File: src/rtl/hiscore_restore.sv
// Captures hiscore config/data from the ioctl stream, polls game RAM for marker bytes, then writes saved bytes back.
// Optional HISCORE_PAUSE_EN adds pause_cpu, high from write-back start through DONE.
module hiscore_restore #(
  parameter int RAM_AW         = 10,
  parameter int DATA_AW        = 8,
  parameter int CHECK_INTERVAL = 4096
) (
  input  logic              clk,
  input  logic              reset_n,
  input  logic              ioctl_download,
  input  logic              ioctl_wr,
  input  logic [24:0]       ioctl_addr,
  input  logic [7:0]        ioctl_dout,
  input  logic [7:0]        ioctl_index,
  input  logic [7:0]        ram_dout,
  output logic [RAM_AW-1:0] ram_address,
  output logic [7:0]        ram_din,
  output logic              ram_we,
  output logic              ram_access,
`ifdef HISCORE_PAUSE_EN
  output logic              pause_cpu,
`endif
  output logic              restored
);

  typedef enum logic [2:0] {IDLE, WAIT, CHK_S, CHK_E, WRITE, DONE} state_t;

  localparam logic [15:0] WAIT_LAST = 16'(CHECK_INTERVAL - 1);

  logic [23:0] base_tab  [16];
  logic [7:0]  len_tab   [16];
  logic [7:0]  start_tab [16];
  logic [7:0]  end_tab   [16];
  logic [7:0]  buffer    [2**DATA_AW];

  state_t             state;
  logic [15:0]        wait_cnt;
  logic               phase;
  logic               pre;
  logic [3:0]         entry;
  logic [7:0]         offset;
  logic [DATA_AW-1:0] ptr;
  logic [4:0]         entry_cnt;
  logic               cfg_loaded, data_loaded;
  logic               dl_q;
  logic [7:0]         dl_index;
  logic               pause;

  logic        cfg_wr, data_wr, dl_rise, dl_fall, more;
  logic [23:0] cur_base, end_addr, nxt_addr, nxt_base;

  assign cfg_wr   = ioctl_download && ioctl_wr && (ioctl_index == 8'd3);
  assign data_wr  = ioctl_download && ioctl_wr && (ioctl_index == 8'd4);
  assign dl_rise  = ioctl_download && !dl_q;
  assign dl_fall  = !ioctl_download && dl_q;
  assign cur_base = base_tab[entry];
  assign nxt_base = base_tab[entry + 4'd1];
  assign end_addr = cur_base + {16'd0, len_tab[entry]} - 24'd1;
  assign nxt_addr = cur_base + {16'd0, offset} + 24'd1;
  // A zero-length entry ends the table even if later entries were written.
  assign more = (entry != 4'hF) && (({1'b0, entry} + 5'd1) < entry_cnt) &&
                (len_tab[entry + 4'd1] != 8'd0);

  always_ff @(posedge clk) begin
    if (cfg_wr) begin
      case (ioctl_addr[2:0])
        3'd1: base_tab[ioctl_addr[6:3]][23:16] <= ioctl_dout;
        3'd2: base_tab[ioctl_addr[6:3]][15:8]  <= ioctl_dout;
        3'd3: base_tab[ioctl_addr[6:3]][7:0]   <= ioctl_dout;
        3'd4: len_tab[ioctl_addr[6:3]]         <= ioctl_dout;
        3'd5: start_tab[ioctl_addr[6:3]]       <= ioctl_dout;
        3'd6: end_tab[ioctl_addr[6:3]]         <= ioctl_dout;
        default: ;
      endcase
    end
    if (data_wr) buffer[ioctl_addr[DATA_AW-1:0]] <= ioctl_dout;
  end

  always_ff @(posedge clk or negedge reset_n) begin
    if (!reset_n) begin
      state       <= IDLE;
      wait_cnt    <= '0;
      phase       <= 1'b0;
      pre         <= 1'b0;
      entry       <= '0;
      offset      <= '0;
      ptr         <= '0;
      entry_cnt   <= '0;
      cfg_loaded  <= 1'b0;
      data_loaded <= 1'b0;
      dl_q        <= 1'b0;
      dl_index    <= '0;
      pause       <= 1'b0;
      ram_address <= '0;
      ram_din     <= '0;
      ram_we      <= 1'b0;
      ram_access  <= 1'b0;
      restored    <= 1'b0;
    end else begin
      dl_q <= ioctl_download;
      if (ioctl_download) dl_index <= ioctl_index;
      if (dl_fall && dl_index == 8'd3) cfg_loaded  <= 1'b1;
      if (dl_fall && dl_index == 8'd4) data_loaded <= 1'b1;
      if (dl_rise && (ioctl_index == 8'd3 || ioctl_index == 8'd4)) restored <= 1'b0;

      if (dl_rise && ioctl_index == 8'd3)
        entry_cnt <= '0;
      else if (cfg_wr && ({1'b0, ioctl_addr[6:3]} >= entry_cnt))
        entry_cnt <= {1'b0, ioctl_addr[6:3]} + 5'd1;

      // Any download while active releases the RAM port on the next edge.
      if (ioctl_download && state != IDLE) begin
        state      <= IDLE;
        ram_we     <= 1'b0;
        ram_access <= 1'b0;
        pause      <= 1'b0;
      end else begin
        case (state)
          IDLE: begin
            if (cfg_loaded && data_loaded && !ioctl_download && !restored &&
                entry_cnt != 5'd0 && len_tab[0] != 8'd0) begin
              state    <= WAIT;
              wait_cnt <= '0;
            end
          end
          WAIT: begin
            if (wait_cnt == WAIT_LAST) begin
              state       <= CHK_S;
              entry       <= '0;
              phase       <= 1'b0;
              ram_access  <= 1'b1;
              ram_address <= base_tab[0][RAM_AW-1:0];
            end else begin
              wait_cnt <= wait_cnt + 16'd1;
            end
          end
          CHK_S: begin
            if (!phase) begin
              phase <= 1'b1;
            end else if (ram_dout == start_tab[entry]) begin
              state       <= CHK_E;
              phase       <= 1'b0;
              ram_address <= end_addr[RAM_AW-1:0];
            end else begin
              state      <= WAIT;
              wait_cnt   <= '0;
              ram_access <= 1'b0;
            end
          end
          CHK_E: begin
            if (!phase) begin
              phase <= 1'b1;
            end else if (ram_dout != end_tab[entry]) begin
              state      <= WAIT;
              wait_cnt   <= '0;
              ram_access <= 1'b0;
            end else if (more) begin
              state       <= CHK_S;
              entry       <= entry + 4'd1;
              phase       <= 1'b0;
              ram_address <= nxt_base[RAM_AW-1:0];
            end else begin
              state  <= WRITE;
              entry  <= '0;
              offset <= '0;
              ptr    <= '0;
              pre    <= 1'b1;
              pause  <= 1'b1;
            end
          end
          WRITE: begin
            // pre marks the one-clock buffer prefetch before each entry's burst.
            if (pre) begin
              pre         <= 1'b0;
              offset      <= '0;
              ram_we      <= 1'b1;
              ram_address <= cur_base[RAM_AW-1:0];
              ram_din     <= buffer[ptr];
              ptr         <= ptr + 1'b1;
            end else if (offset == len_tab[entry] - 8'd1) begin
              ram_we <= 1'b0;
              if (more) begin
                entry <= entry + 4'd1;
                pre   <= 1'b1;
              end else begin
                state      <= DONE;
                ram_access <= 1'b0;
                restored   <= 1'b1;
              end
            end else begin
              offset      <= offset + 8'd1;
              ram_address <= nxt_addr[RAM_AW-1:0];
              ram_din     <= buffer[ptr];
              ptr         <= ptr + 1'b1;
            end
          end
          DONE: begin
            state <= IDLE;
            pause <= 1'b0;
          end
          default: state <= IDLE;
        endcase
      end
    end
  end

`ifdef HISCORE_PAUSE_EN
  assign pause_cpu = pause;
  logic unused_bits;
  assign unused_bits = ^{ioctl_addr, cur_base, end_addr, nxt_addr, nxt_base};
`else
  logic unused_bits;
  assign unused_bits = ^{ioctl_addr, cur_base, end_addr, nxt_addr, nxt_base, pause};
`endif

endmodule
File: config.mk
export PLATFORM = sky130hd
export DESIGN_NAME = hiscore_restore
export DESIGN_NICKNAME = d
export VERILOG_FILES = /design/src/rtl/hiscore_restore.sv
export SDC_FILE = /design/constraint.sdc
export NUM_CORES = 2
export LEC_CHECK = 0
export BUFFER_PORTS_ARGS = -buffer_cell sky130_fd_sc_hd__buf_2
export CORE_MARGIN = 2
export CORE_UTILIZATION = 59
export CTS_BUF_LIST = sky130_fd_sc_hd__clkbuf_8
export DETAILED_ROUTE_END_ITERATION = 7
export PLACE_DENSITY_LB_ADDON = 0.08
export SLEW_MARGIN = 20
export SYNTH_ARGS = -nofsm -noshare
export SYNTH_HDL_FRONTEND = slang
export SYNTH_SLANG_ARGS = --single-unit
File: constraint.sdc
create_clock -name clk -period 5.4 [get_ports clk]
set_input_delay 0.27 -clock clk [delete_from_list [all_inputs] [get_ports clk]]
set_output_delay 0.27 -clock clk [all_outputs]
set_load 0.03 [all_outputs]
# [Yosys cells after proc, flatten, opt, wreduce, memory -nomap -nowiden]
# Memories as Yosys holds them, arrays and structs flattened.
# Cells that the tools add are included.
[totals] n_memories=5 in_bits=53 out_inout_bits=21 register_bits=78 mem_bits_rw=2816
[classes] addsub=11 n_bitwise=1 eq_ne=44 muxes=103 n_reduce_logical=46 magnitude_cmp=2
[memory_table] memory="buffer" words=256 width=8 rd=1 rd_ports_with_merged_regs=0 write_ports=1 line_no="34" source="logic [7:0] buffer [2**DATA_AW];"
[memory_table] memory="base_tab" words=16 width=24 rd=3 rd_ports_with_merged_regs=0 write_ports=1 line_no="30" source="logic [23:0] base_tab [16];"
[memory_table] memory="end_tab" words=16 width=8 rd=1 rd_ports_with_merged_regs=0 write_ports=1 line_no="33" source="logic [7:0] end_tab [16];"
[memory_table] memory="len_tab" words=16 width=8 rd=3 rd_ports_with_merged_regs=0 write_ports=1 line_no="31" source="logic [7:0] len_tab [16];"
[memory_table] memory="start_tab" words=16 width=8 rd=1 rd_ports_with_merged_regs=0 write_ports=1 line_no="32" source="logic [7:0] start_tab [16];"
[op_table] cell="$mux W16" count=6
[op_table] cell="$mux W10" count=8
[op_table] cell="$mux W8" count=9
[op_table] cell="$pmux W16 S4" count=1
[op_table] cell="$mux W1" count=51
[op_table] cell="$pmux W10 S4" count=1
[op_table] cell="$pmux W8 S2" count=2
[op_table] cell="$mux W3" count=10
[op_table] cell="$ne A2 B2 Y1 const B" count=15
[op_table] cell="$ne A3 B3 Y1 const B" count=10
[op_table] cell="$mux W4" count=7
[op_table] cell="$add A10 B8 Y10" count=2
[op_table] cell="$logic_and A1 B1 Y1" count=18
[op_table] cell="$reduce_and A9 Y1" count=2
[op_table] cell="$add A16 B1 Y16 const B" count=1
[op_table] cell="$add A8 B1 Y8 const B" count=2
[op_table] cell="$eq A16 B12 Y1 const B" count=1
[op_table] cell="$eq A8 B2 Y1 const B" count=2
[op_table] cell="$eq A8 B3 Y1 const B" count=2
[op_table] cell="$eq A8 B8 Y1" count=2
[op_table] cell="$reduce_and A8 Y1" count=2
[op_table] cell="$reduce_bool A8 Y1" count=2
[op_table] cell="$pmux W3 S5" count=1
[op_table] cell="$eq A3 B2 Y1 const B" count=4
[op_table] cell="other kinds (30)" count=46

# [Longest topological paths before layout]
[depth] word_depth=9 ltp_mapped=26 mapped_depth_nobuf=18

# [Least setup slack after synthesis]
# OpenSTA, ideal clock, no wires.
[synth_path] path_kind="reg2reg" startpoint="register entry[0]" endpoint="register ram_address[7]" setup_ns=0.125 path_stages_with_launch=26 t_arrival_ns=5.414 slack_ns=-0.138 required_time_ns=5.275 cell_sequence="dfrtp_1 -> buf_4 -> buf_2 -> buf_4 -> buf_4 -> buf_2 -> buf_2 -> buf_2 -> mux4_2 -> mux4_2 -> inv_1 -> ha_1 -> inv_1 -> ha_1 -> inv_1 -> fa_1 -> nor2b_1 -> o21ai_0 -> a21boi_0 -> o21ai_0 -> nand2b_1 -> xnor2_1 -> o21ai_0 -> a222oi_1 -> o21ai_0 -> mux2_2"
[synth_between] elab_chain_cells=6 word_cells_on_any_way=32 classes_between="add/sub: 7; order compare: 1; eq/ne: 8; mux: 8; reduce/logical: 4; memory: 4"
[synth_lines] item="from (decl)" line_no="40" source="logic [3:0] entry;"
[synth_lines] item="from (signal assigned)" line_no="159" source="entry <= entry + 4'd1;"
[synth_lines] item="from (signal assigned)" line_no="183" source="entry <= entry + 4'd1;"
[synth_lines] item="$mem_v2 Z16 W24 (tied with other cells)"
[synth_lines] item="$add A10 B8 Y10 (tied with other cells)" line_no="59" source="assign nxt_addr = cur_base + {16'd0, offset} + 24'd1;"
[synth_lines] item="$add A10 B1 Y10 (tied with other cells)" line_no="59"
[synth_lines] item="$mux W10 (tied with other cells)" line_no="180" source="end else if (offset == len_tab[entry] - 8'd1) begin"
[synth_lines] item="$mux W10 (tied with other cells)" line_no="173" source="if (pre) begin"
[synth_lines] item="$pmux W10 S4 / $reduce_and A9 Y1 (equally long branches)"
[synth_lines] item="to (signal assigned)" line_no="132" source="ram_address <= base_tab[0][RAM_AW-1:0];"
[synth_lines] item="to (signal assigned)" line_no="177" source="ram_address <= cur_base[RAM_AW-1:0];"
[synth_lines] item="to (signal assigned)" line_no="192" source="ram_address <= nxt_addr[RAM_AW-1:0];"
[synth_lines] item="to (decl)" line_no="16" source="output logic [RAM_AW-1:0] ram_address,"
# Several ways; a longest one is shown, not always the timed one. The select of a mux whose other input is x is not followed.
# A chain may end at the register's enable or synchronous reset.

# [Final worst setup path]
[layout_path] startpoint="register entry[1]" endpoint="register ram_address[7]"
# Same word-level chain as after synthesis.

==> flow_summary.ini <==
[worst_setup_path]
critical_path.most_common_cell = buf_4
crit_type = register to register
slowest_delay_ps = 780
worstPathArrival_ps = 5720
r2r_setup_slack_ps = 600
path_cells = buf_4, mux4_2, a221oi_2, buf_4, ha_1, nand2_1, or3_1, a211oi_2, o211ai_2, o21bai_1, a21boi_1, mux2_2
worst_ep_required_time_ps = 6320
worstReg2RegStart = entry[1]$_DFFE_PN0P_
reg2reg_depth = 12
crit_fanout = 27
crit-reg2reg-capture = ram_address[7]$_DFFE_PN0P_
cp_top_family = compound AO/OA/AOI/OAI gates
critPathLaunchType = register
cp.buffers_inverters = 2
setup.worst_path.end_class = register
cp_slowest_cell = a21boi_1

[logic_synthesis]
netlist_top_cells_area = edfxtp_1, mux4_2, dfrtp_1
yosysWarnings = 0
synth_nets = 5085
synth_top_area_share_pct = 72.6
synth-main-ff-cell = edfxtp_1
yosys.area.top_type = edfxtp_1
synth.most_common_cell = edfxtp_1
synth_edf_count = 2592
synth_common_cells = edfxtp_1, mux4_2, nor2_1
synth_cells = 4989
synth-seq-cells = 2670
ys_types = 75
syn_area_per_cell_um2 = 21.5
seq_area_frac_synth_pct = 74.4
netlist_area_um2 = 107000
async_flop_share_pct = 2.92

[sta]
tns_ps = 0
fin_skew_ps = 75.3
slew_headroom_pct = 16.1
clock.fmax_mhz = 209
min_period_ps = 4800
final_hold_viol_count = 0
holdWs_ps = 176
setup_violations = 0
finalMaxSlewViolations = 0
min_period_over_period_pct = 88.8
tightest_slew_ps = 1260
rsz0062_at_grt = no

[drt]
drc = 0
drtPass1Iterations = 5
wl_per_cell_um = 31.5
drt-met1-wl_um = 102000
ant_nets = 0
met3_length_um = 18600
vias = 52700
drtIter0Drc = 5632
viasPerCell = 6.52
wl_um = 255000
top_layer = met5
wl_met2_um = 126000

[layout]
fill_cells = 11800
fin_nets = 5494
drive_gt1_share_pct = 29.0
final_cells = 8088
synthToLayoutAreaGrowth_pct = 11.1

[clock_tree]
clkLatencyLatePin_ps = 1100
cts_hold_buf = 44
cts_resized = 0
cts_tree = yes
clkTransAtPathRegs_ps = 60
clockRootBuffer = clkbuf_8
htree_levels = 5
clock_path_buffers = 4
cts_sinks = 2670
cts_inserted_buffers = 428
cts_setup_buffers = 0

[global_routing]
first_global_vias = 53100
grt_max_degree = 178
overflow = 0
antenna_found_initial = 13
grt_usage_pct = 27.9
grt_pass1_wl_um = 370000

[floorplan]
dieArea_um2 = 185000
io_pins = 74
row_count = 156
core_um2 = 181000
start_util_pct = 59.3
dieWidth_um = 430
dieHeight_um = 430

[min_path]
hold_path_class = input port to register
hold_depth = 7
min_from = ram_dout[7]
holdPathEnd = state[2]$_DFFE_PN0P_

[power_and_ir_drop]
powerDensity_nw_per_um2 = 400
finalPower_mw = 47.6
p_leak_nw = 36.7
ir_drop_mv = 0.346

[place]
gp_congestion = 0.866
hpwl_um = 152000
place_inst = 7294
port-buffer-count = 56

[run]
cap_viol_max_count = 0

[outcome]
status = completed
[report_power, final]
group	leakage [nW]	total, mW	internal (mW)	switching, mW
registers	24.3	23.1	22.8	0.226
logic	8.05	8.99	4.39	4.60
clock network	4.36	15.6	7.91	7.65
total	36.7	47.6	35.1	12.5
[registers in the layout (all words and copies together) (netlist names)]
| signal | cells |
|---|---|
| state | 3 |
| entry_cnt | 5 |
| cfg_loaded | 1 |
| pre | 1 |
| end_tab | 128 |
| len_tab | 128 |
| wait_cnt | 16 |
| entry | 4 |
| phase | 1 |
| dl_q | 1 |
| data_loaded | 1 |
| base_tab | 160 |
| buffer | 2048 |
| ptr | 8 |
| ram_access | 1 |
| restored | 1 |
| start_tab | 128 |
| ram_address | 10 |
| dl_index | 8 |
| ram_din | 8 |
| ram_we | 1 |
| offset | 8 |
[worst min-delay path: stages]
cell	delay [ps]
buf_2	160
o21ai_0	100
o2111ai_1	150
o31ai_1	100
buf_4	150
o211ai_1	140
inv_2	80
[per-layer routing]
| layer | track usage [%] | vias up |
|---|---|---|
| met4 | 8.95 | 4 |
| li1 | - | 21800 |
| met3 | 4.87 | 470 |
| met2 | 44.6 | 2326 |
| met1 | 40.0 | 28100 |
| met5 | 0 | - |
[metrics by stage]
stage	worst slack [ps]	util (%)	cell area, um2
detailed placement	561	61.5	111000
finish	604	65.9	119000
CTS	553	65.9	119000
global route	183	65.9	119000
floorplan	45.0	-	107000
global placement	632	61.5	111000
[layout by cell type (no fill, tap or decap), drive strengths merged, types with 43 or more instances in the layout]
cell type    Yosys  routed
buf            110     214
nand2          102     102
nor2           390     390
clkbuf         168     442
nand3           45      45
edfxtp        2592    2592
dlygate4sd3      0      43
clkinv           0     143
inv             53     194
mux4           857     857
dfrtp           78      78
o21ai           48      48
a21oi           49      49
mux2i           60      60
[worst max path at each step]
stage	cells after the start	startpoint	end
finish	12	entry[1]$_DFFE_PN0P_	ram_address[7]$_DFFE_PN0P_
global route	13	entry[0]$_DFFE_PN0P_	ram_address[4]$_DFFE_PN0P_
CTS	11	entry[1]$_DFFE_PN0P_	ram_address[0]$_DFFE_PN0P_
detailed placement	11	entry[1]$_DFFE_PN0P_	ram_address[4]$_DFFE_PN0P_
global placement	13	entry[0]$_DFFE_PN0P_	ram_address[7]$_DFFE_PN0P_
floorplan	26	entry[1]$_DFFE_PN0P_	ram_address[7]$_DFFE_PN0P_
[final cells by class]
| type | instances | area, um2 | area share, % |
|---|---|---|---|
| flip-flops and latches | 2670 | 79800 | 67.0 |
| clock buffers | 442 | 6080 | 5.11 |
| clock inverters | 299 | 1430 | 1.20 |
| inverters | 53 | 199 | 0.167 |
| repair buffers | 257 | 2440 | 2.05 |
| well taps | 2370 | 2970 | 2.49 |
| diodes | 9 | 22.5 | 0.0189 |
| multi-input cells | 1988 | 26100 | 21.9 |
[logic make-up (layout without fill, tap and decap cells)]
| family | count (synthesis) | in the layout | share of synthesized area, % |
|---|---|---|---|
| buffers and inverters | 331 | 1051 | 1.27 |
| AO/OA/AOI/OAI | 241 | 241 | 1.54 |
| multiplexers | 953 | 953 | 18.9 |
| adder cells (fa/ha/maj) | 43 | 43 | 0.516 |
| flip-flops | 2670 | 2670 | 74.4 |
| AND/OR/NAND/NOR | 706 | 706 | 2.94 |
| other | 0 | 9 | 0 |
| XOR/XNOR | 45 | 45 | 0.368 |
(Power assumes the default switching activity.)
